--- config.mk ---
export PLATFORM = sky130hd
export DESIGN_NAME = vgaram_arbiter
export DESIGN_NICKNAME = d
export VERILOG_FILES = /design/src/rtl/vgaram_arbiter.sv
export SDC_FILE = /design/constraint.sdc
export NUM_CORES = 1
export LEC_CHECK = 0
export ABC_AREA = 0
export CAP_MARGIN = 30
export CORE_ASPECT_RATIO = 1.4
export CORE_MARGIN = 2
export CORE_UTILIZATION = 50
export CTS_BUF_LIST = sky130_fd_sc_hd__clkbuf_4
export DETAILED_ROUTE_END_ITERATION = 6
export DONT_BUFFER_PORTS = 1
export HOLD_SLACK_MARGIN = 0.12
export SYNTH_ARGS = -nofsm -noshare
export SYNTH_HDL_FRONTEND = slang
export SYNTH_SLANG_ARGS = --single-unit
--- constraint.sdc ---
create_clock -name i_clk -period 2.4 [get_ports i_clk]
set_input_delay 0.24 -clock i_clk [delete_from_list [all_inputs] [get_ports i_clk]]
set_output_delay 0.24 -clock i_clk [all_outputs]
set_load 0.01 [all_outputs]
--- src/rtl/vgaram_arbiter.sv ---
// vgaram_arbiter: shares one single-port video RAM between the VGA controller (absolute priority) and the CPU.
// Define VGARB_POSTED_WRITE_EN for a one-entry posted CPU write buffer.
module vgaram_arbiter #(
    parameter int ADDR_W = 16,
    parameter int DATA_W = 8
) (
    input  logic              i_clk,
    input  logic              i_reset_n,
    input  logic [ADDR_W-1:0] i_vga_addr,
    input  logic              i_vga_cs,
    input  logic              i_vga_access,
    output logic [DATA_W-1:0] o_vga_dat,
    input  logic [ADDR_W-1:0] i_cpu_addr,
    input  logic [DATA_W-1:0] i_cpu_dat,
    input  logic              i_cpu_cs,
    input  logic              i_cpu_we,
    output logic [DATA_W-1:0] o_cpu_dat,
    output logic              o_cpu_ack,
    output logic              o_cpu_busy,
    output logic [ADDR_W-1:0] o_ram_addr,
    output logic [DATA_W-1:0] o_ram_dat,
    output logic              o_ram_cs,
    output logic              o_ram_we,
    input  logic [DATA_W-1:0] i_ram_dat
);
    typedef enum logic [1:0] {IDLE, REQ, RDATA, DONE} state_t;

    state_t            r_state, w_next;
    logic [ADDR_W-1:0] r_addr;
    logic [DATA_W-1:0] r_dat, r_cpu_dat;
    logic              r_we;
    logic              w_capture, w_cpu_issue, w_unused_access;

    // The look-ahead is informational only: the RAM read port pipelines, so it never gates the CPU.
    assign w_unused_access = i_vga_access;

`ifdef VGARB_POSTED_WRITE_EN
    localparam bit POSTED = 1'b1;
    logic r_wb_valid;

    // Captures wait for an empty buffer so a following read cannot overtake the posted write.
    assign w_capture   = (r_state == IDLE) && i_cpu_cs && !r_wb_valid;
    assign w_cpu_issue = !i_vga_cs && ((r_state == REQ) || r_wb_valid);

    always_ff @(posedge i_clk or negedge i_reset_n) begin
        if (!i_reset_n)
            r_wb_valid <= 1'b0;
        else if (w_capture && i_cpu_we)
            r_wb_valid <= 1'b1;
        else if (!i_vga_cs)
            r_wb_valid <= 1'b0;
    end
`else
    localparam bit POSTED = 1'b0;

    assign w_capture   = (r_state == IDLE) && i_cpu_cs;
    assign w_cpu_issue = (r_state == REQ) && !i_vga_cs;
`endif

    always_comb begin
        w_next = r_state;
        case (r_state)
            IDLE:    if (w_capture) w_next = (POSTED && i_cpu_we) ? DONE : REQ;
            REQ:     if (!i_vga_cs) w_next = r_we ? DONE : RDATA;
            RDATA:   w_next = DONE;
            DONE:    w_next = IDLE;
            default: w_next = IDLE;
        endcase
    end

    always_ff @(posedge i_clk or negedge i_reset_n) begin
        if (!i_reset_n) begin
            r_state   <= IDLE;
            r_addr    <= '0;
            r_dat     <= '0;
            r_we      <= 1'b0;
            r_cpu_dat <= '0;
        end else begin
            r_state <= w_next;
            if (w_capture) begin
                r_addr <= i_cpu_addr;
                r_dat  <= i_cpu_dat;
                r_we   <= i_cpu_we;
            end
            if (r_state == RDATA)
                r_cpu_dat <= i_ram_dat;
        end
    end

    assign o_ram_cs   = i_vga_cs | w_cpu_issue;
    assign o_ram_addr = i_vga_cs ? i_vga_addr : r_addr;
    assign o_ram_we   = w_cpu_issue & r_we;
    assign o_ram_dat  = r_dat;
    assign o_vga_dat  = i_ram_dat;
    assign o_cpu_dat  = r_cpu_dat;
    assign o_cpu_ack  = (r_state == DONE);
    assign o_cpu_busy = (r_state != IDLE);
endmodule

Word-level counts from Yosys, hierarchy flattened --
Cells that the tools add are included.
Cells by class: shifts and indexed selects 0, $add $sub $neg 0, bitwise operators 2, reductions and logical operators 6, $mul 0, $lt $le $gt $ge 0, divide/modulo/power cells 0, muxes and demuxes 5, equal/unequal tests 5
Operators by type and width (number):
- 16-bit 2-to-1 mux | 1
- 2-bit case mux with 4 select lines | 1
- 2-bit == test, second input constant | 2
- 2-bit 2-to-1 mux | 2
- 2-bit inequality test, second input constant | 2
- 2-bit by 1-bit == test with 1-bit output, second input constant | 1
- 1-bit logical AND | 2
- 2-bit zero test | 1
- 2-bit AND reduction | 1
- 2-bit nonzero test | 1
- 1-bit bitwise AND | 1
- 1-bit zero test | 1
- 1-bit 2-to-1 mux | 1
- 1-bit OR | 1
Storage, ports and cells: word-level logic and storage cells 23, flip-flop bits (word level) 35, bits in latches 0, output and inout port bits 44, memories 0, RAM bits 0, memory bits (read-only) 0

Longest topological paths before layout --
word-level depth 4, depth in mapped cells 5, gate-level depth less buffers 5

Worst setup path after synthesis --
OpenSTA, ideal clock, no wires.
path type register -> register, start point register r_state[0], end point register r_dat[0], in the netlist o_ram_dat[0], stages on the path, launching flop included 6, period minus slack after synthesis 1.414 ns, required time 2.275 ns, slack 0.986 ns, data arrival time 1.289 ns, cell sequence dfrtp_1 inv_1 ha_1 nand2_2 buf_6 mux2_2
Between the ends: longest elaborated chain between the ends 2
Ends and longest elaborated chain:
- from (decl) | line 28 | state_t r_state, w_next;
- from (signal assigned) | line 79 | r_state <= w_next;
- 2-bit zero test | line 56 | assign w_capture = (r_state == IDLE) && i_cpu_cs;
- 1-bit logical AND | line 56
- to (signal assigned) | line 82 | r_dat <= i_cpu_dat;
- to (decl) | line 30 | logic [DATA_W-1:0] r_dat, r_cpu_dat;
Every way passes these cells. A chain may end at the register's enable or synchronous reset.

Worst setup path after layout --
start point register r_state[0], end point register r_addr[12]
Between the ends: longest elaborated chain between the ends 2
Ends and longest elaborated chain:
- 2-bit zero test | line 56
- 1-bit logical AND | line 56
- to (signal assigned) | line 81 | r_addr <= i_cpu_addr;
- to (decl) | line 29 | logic [ADDR_W-1:0] r_addr;
Every way passes these cells.

==> flow_summary.json <==
{
  "finish.utilization_pct": 64.25,
  "ys_seq_elements": 35,
  "clock_latency_ns": 0.32,
  "critPathTopFamily": "simple AND/OR/NAND/NOR gates",
  "die_area_sq_mm": 0.003836,
  "grt_usage_pct": 16.45,
  "maxCapViolCount": 0,
  "synth_warnings": 0,
  "seq_area_frac_synth_pct": 52.28,
  "grt_max_degree": 36,
  "hold_viol_final": 0,
  "status": "finished, final reports clean",
  "slew_viol_final": 0,
  "post-cts-setup-buffers": 0,
  "min_period_ns": 1.740,
  "placed_area_sq_mm": 0.001620,
  "syn_avg_cell_area_sq_um": 14.32,
  "cts_resized": 0,
  "cp_data_required_time_ns": 2.60,
  "place_congestion": 0.6568,
  "avgRoutedWirePerCell_microns": 16.28,
  "irDropWorstVdd_mv": 0.7847,
  "synth_cells": 117,
  "fillerInstances": 242,
  "fmax_mhz": 574.6,
  "antenna_found_initial": 0,
  "crit_fanout": 25,
  "drive_gt1_share_pct": 41.38,
  "place.port_buffers": 0,
  "crit_buf_inv": 1,
  "clk_pin_slew_worst_paths_ns": 0.08,
  "worstPathArrival_ns": 1.94,
  "n_antenna_cell": 0,
  "worstSetupEndpointType": "register",
  "maxSlewHeadroom_pct": 60.94,
  "design_area_sq_mm": 0.002026,
  "cts_buffers": 5,
  "intPower_w": 0.001488,
  "grt_pass1_wl_mm": 4.505,
  "layout.nets": 205,
  "p_sw_w": 0.0007319,
  "fp.dieH_microns": 72.49,
  "cts_root_buf": "clkbuf_4",
  "fin_skew_ns": 0.008422,
  "p_leak_nw": 0.8708,
  "drt_wl_total_mm": 2.996,
  "fin_crit_sh_pct": 72.51,
  "finalSetupViolCount": 0,
  "ant_nets": 0,
  "synthesis.area_sq_mm": 0.001675,
  "p_sw_share_pct": 32.97,
  "syn-num-nets": 176,
  "ys_types": 16,
  "crit_slowest_cell": "nand2_2",
  "p_seq_share_pct": 51.1,
  "fp-row-count": 24,
  "vias": 1005,
  "cts_tree": "yes",
  "fin_setup_tns_ns": 0,
  "layout_common_cells": "mux2_2 (49), dfrtp_1 (35), dlygate4sd3_1 (34)",
  "p_per_area_mw_per_mm2": 1096,
  "comb_power_share_pct": 36.2,
  "clockPowerShare_pct": 12.7,
  "setup_ws_ns": 0.6598,
  "clkSinkCount": 35,
  "start_util_pct": 53.13,
  "htreeDepth": 2,
  "rsz0062_at_grt": "false",
  "dp_hpwl_mm": 2.067,
  "synthToLayoutAreaGrowth_pct": 20.91,
  "avgViaCountPerCell": 5.462,
  "worst_setup_path_start_kind": "register",
  "min_path_type": "primary input to register",
  "path_cells": "inv_1 > ha_1 > nand2_2 > mux2_2",
  "tightest_slew_ns": 0.5838,
  "dp_slack_ns": 0.6441,
  "firstDrtPassIters": 3,
  "crit_path_max_incr_delay_ns": 0.45,
  "first_iter_violations": 8,
  "path_class": "register to register",
  "final_common_cell": "mux2_2",
  "core_sq_mm": 0.003153,
  "io_pins": 98,
  "grt_pass1_vias": 1046,
  "cts_buffer_depth": 2,
  "grt_remaining_overflow": 0,
  "drcViolationCount": 0,
  "die_width_microns": 52.92
}
-- sequential cells by signal (all words and copies together) (netlist names) --
| signal | cells |
|---|---|
| o_cpu_dat | 8 |
| o_ram_dat | 8 |
| r_addr | 16 |
| r_state | 2 |
| r_we | 1 |
-- kinds of logic (layout without fill, tap and decap cells) --
kind of cell,Yosys count,count (layout),synth area share (%)
buf+inv,16,44,6.871
fa+ha+maj,5,5,3.734
simple gates,8,8,2.465
compound gates,4,4,1.718
mux,49,49,32.94
flops,35,35,52.28
-- power by group through the flow --
| stage | Sequential, W | Clock [W] | Combinational, W |
|---|---|---|---|
| final | 0.00113 | 0.000282 | 0.000803 |
| after floorplan | 0.00110 | 0 | 0.000710 |
| after global routing | 0.00118 | 0.000321 | 0.000874 |
| after CTS | 0.00114 | 0.000299 | 0.000816 |
| after detailed placement | 0.00115 | 0 | 0.000759 |
| after global placement | 0.00114 | 0 | 0.000726 |
-- cell type report --
| class | instances | area, sq um | area share [%] |
|---|---|---|---|
| inverter | 3 | 11.26 | 0.5559 |
| clock buffer | 6 | 45.04 | 2.224 |
| timing repair buffer | 35 | 360.3 | 17.79 |
| tap | 39 | 48.80 | 2.409 |
| multi-input combinational | 66 | 684.4 | 33.79 |
| sequential | 35 | 875.8 | 43.24 |
-- cell usage after synthesis, drive strengths merged --
master	n	area, sq um
mux2	49	551.8
dfrtp	35	875.8
buf	13	103.9
ha	5	62.56
inv	3	11.26
nand2	3	13.77
nor2	2	7.510
or2	2	12.51
a21oi	1	5.000
a31o	1	8.760
a31oi	1	6.260
a41oi	1	8.760
or2b	1	7.510
-- through the flow --
stage | cells | power, W | hold slack (ns)
after global routing | 184 | 0.002375 | 0.1943
after floorplan | 117 | 0.001805 | -0.05559
after detailed placement | 143 | 0.001910 | -0.05479
after CTS | 184 | 0.002256 | 0.1693
after global placement | 143 | 0.001863 | -0.05488
final | 184 | 0.002220 | 0.2014
-- final timing paths --
path                                             start                  endpoint  slack, ns  cells after the start
max in group asynchronous                    i_reset_n  o_cpu_dat[5]$_DFFE_PN0N_       1.85                      2
worst max-delay path            r_state[0]$_DFFE_PN0P_    r_addr[12]$_DFFE_PN0P_       0.66                      4
min in group asynchronous                    i_reset_n  o_cpu_dat[4]$_DFFE_PN0N_       0.36                      2
worst min register to register   r_addr[2]$_DFFE_PN0P_     r_addr[2]$_DFFE_PN0P_       0.51                      1
worst max register to register  r_state[0]$_DFFE_PN0P_    r_addr[12]$_DFFE_PN0P_       0.66                      4
worst min-delay path                          i_vga_cs    r_state[0]$_DFFE_PN0P_       0.20                      2
-- per-layer routing --
metal	track usage, %	vias to the layer above	share of wire (%)
li1	-	456	-
met1	16.99	477	37
met5	0	-	0
met2	26.81	65	51
met4	9.402	0	2.8
met3	7.613	7	9.2
-- repair_timing --
item                                   CTS  global route
setup endpoints to repair                0             0
hold buffers                            35             0
endpoints found under the hold margin   68             0
No activity file was read; power rests on OpenSTA's default activity.
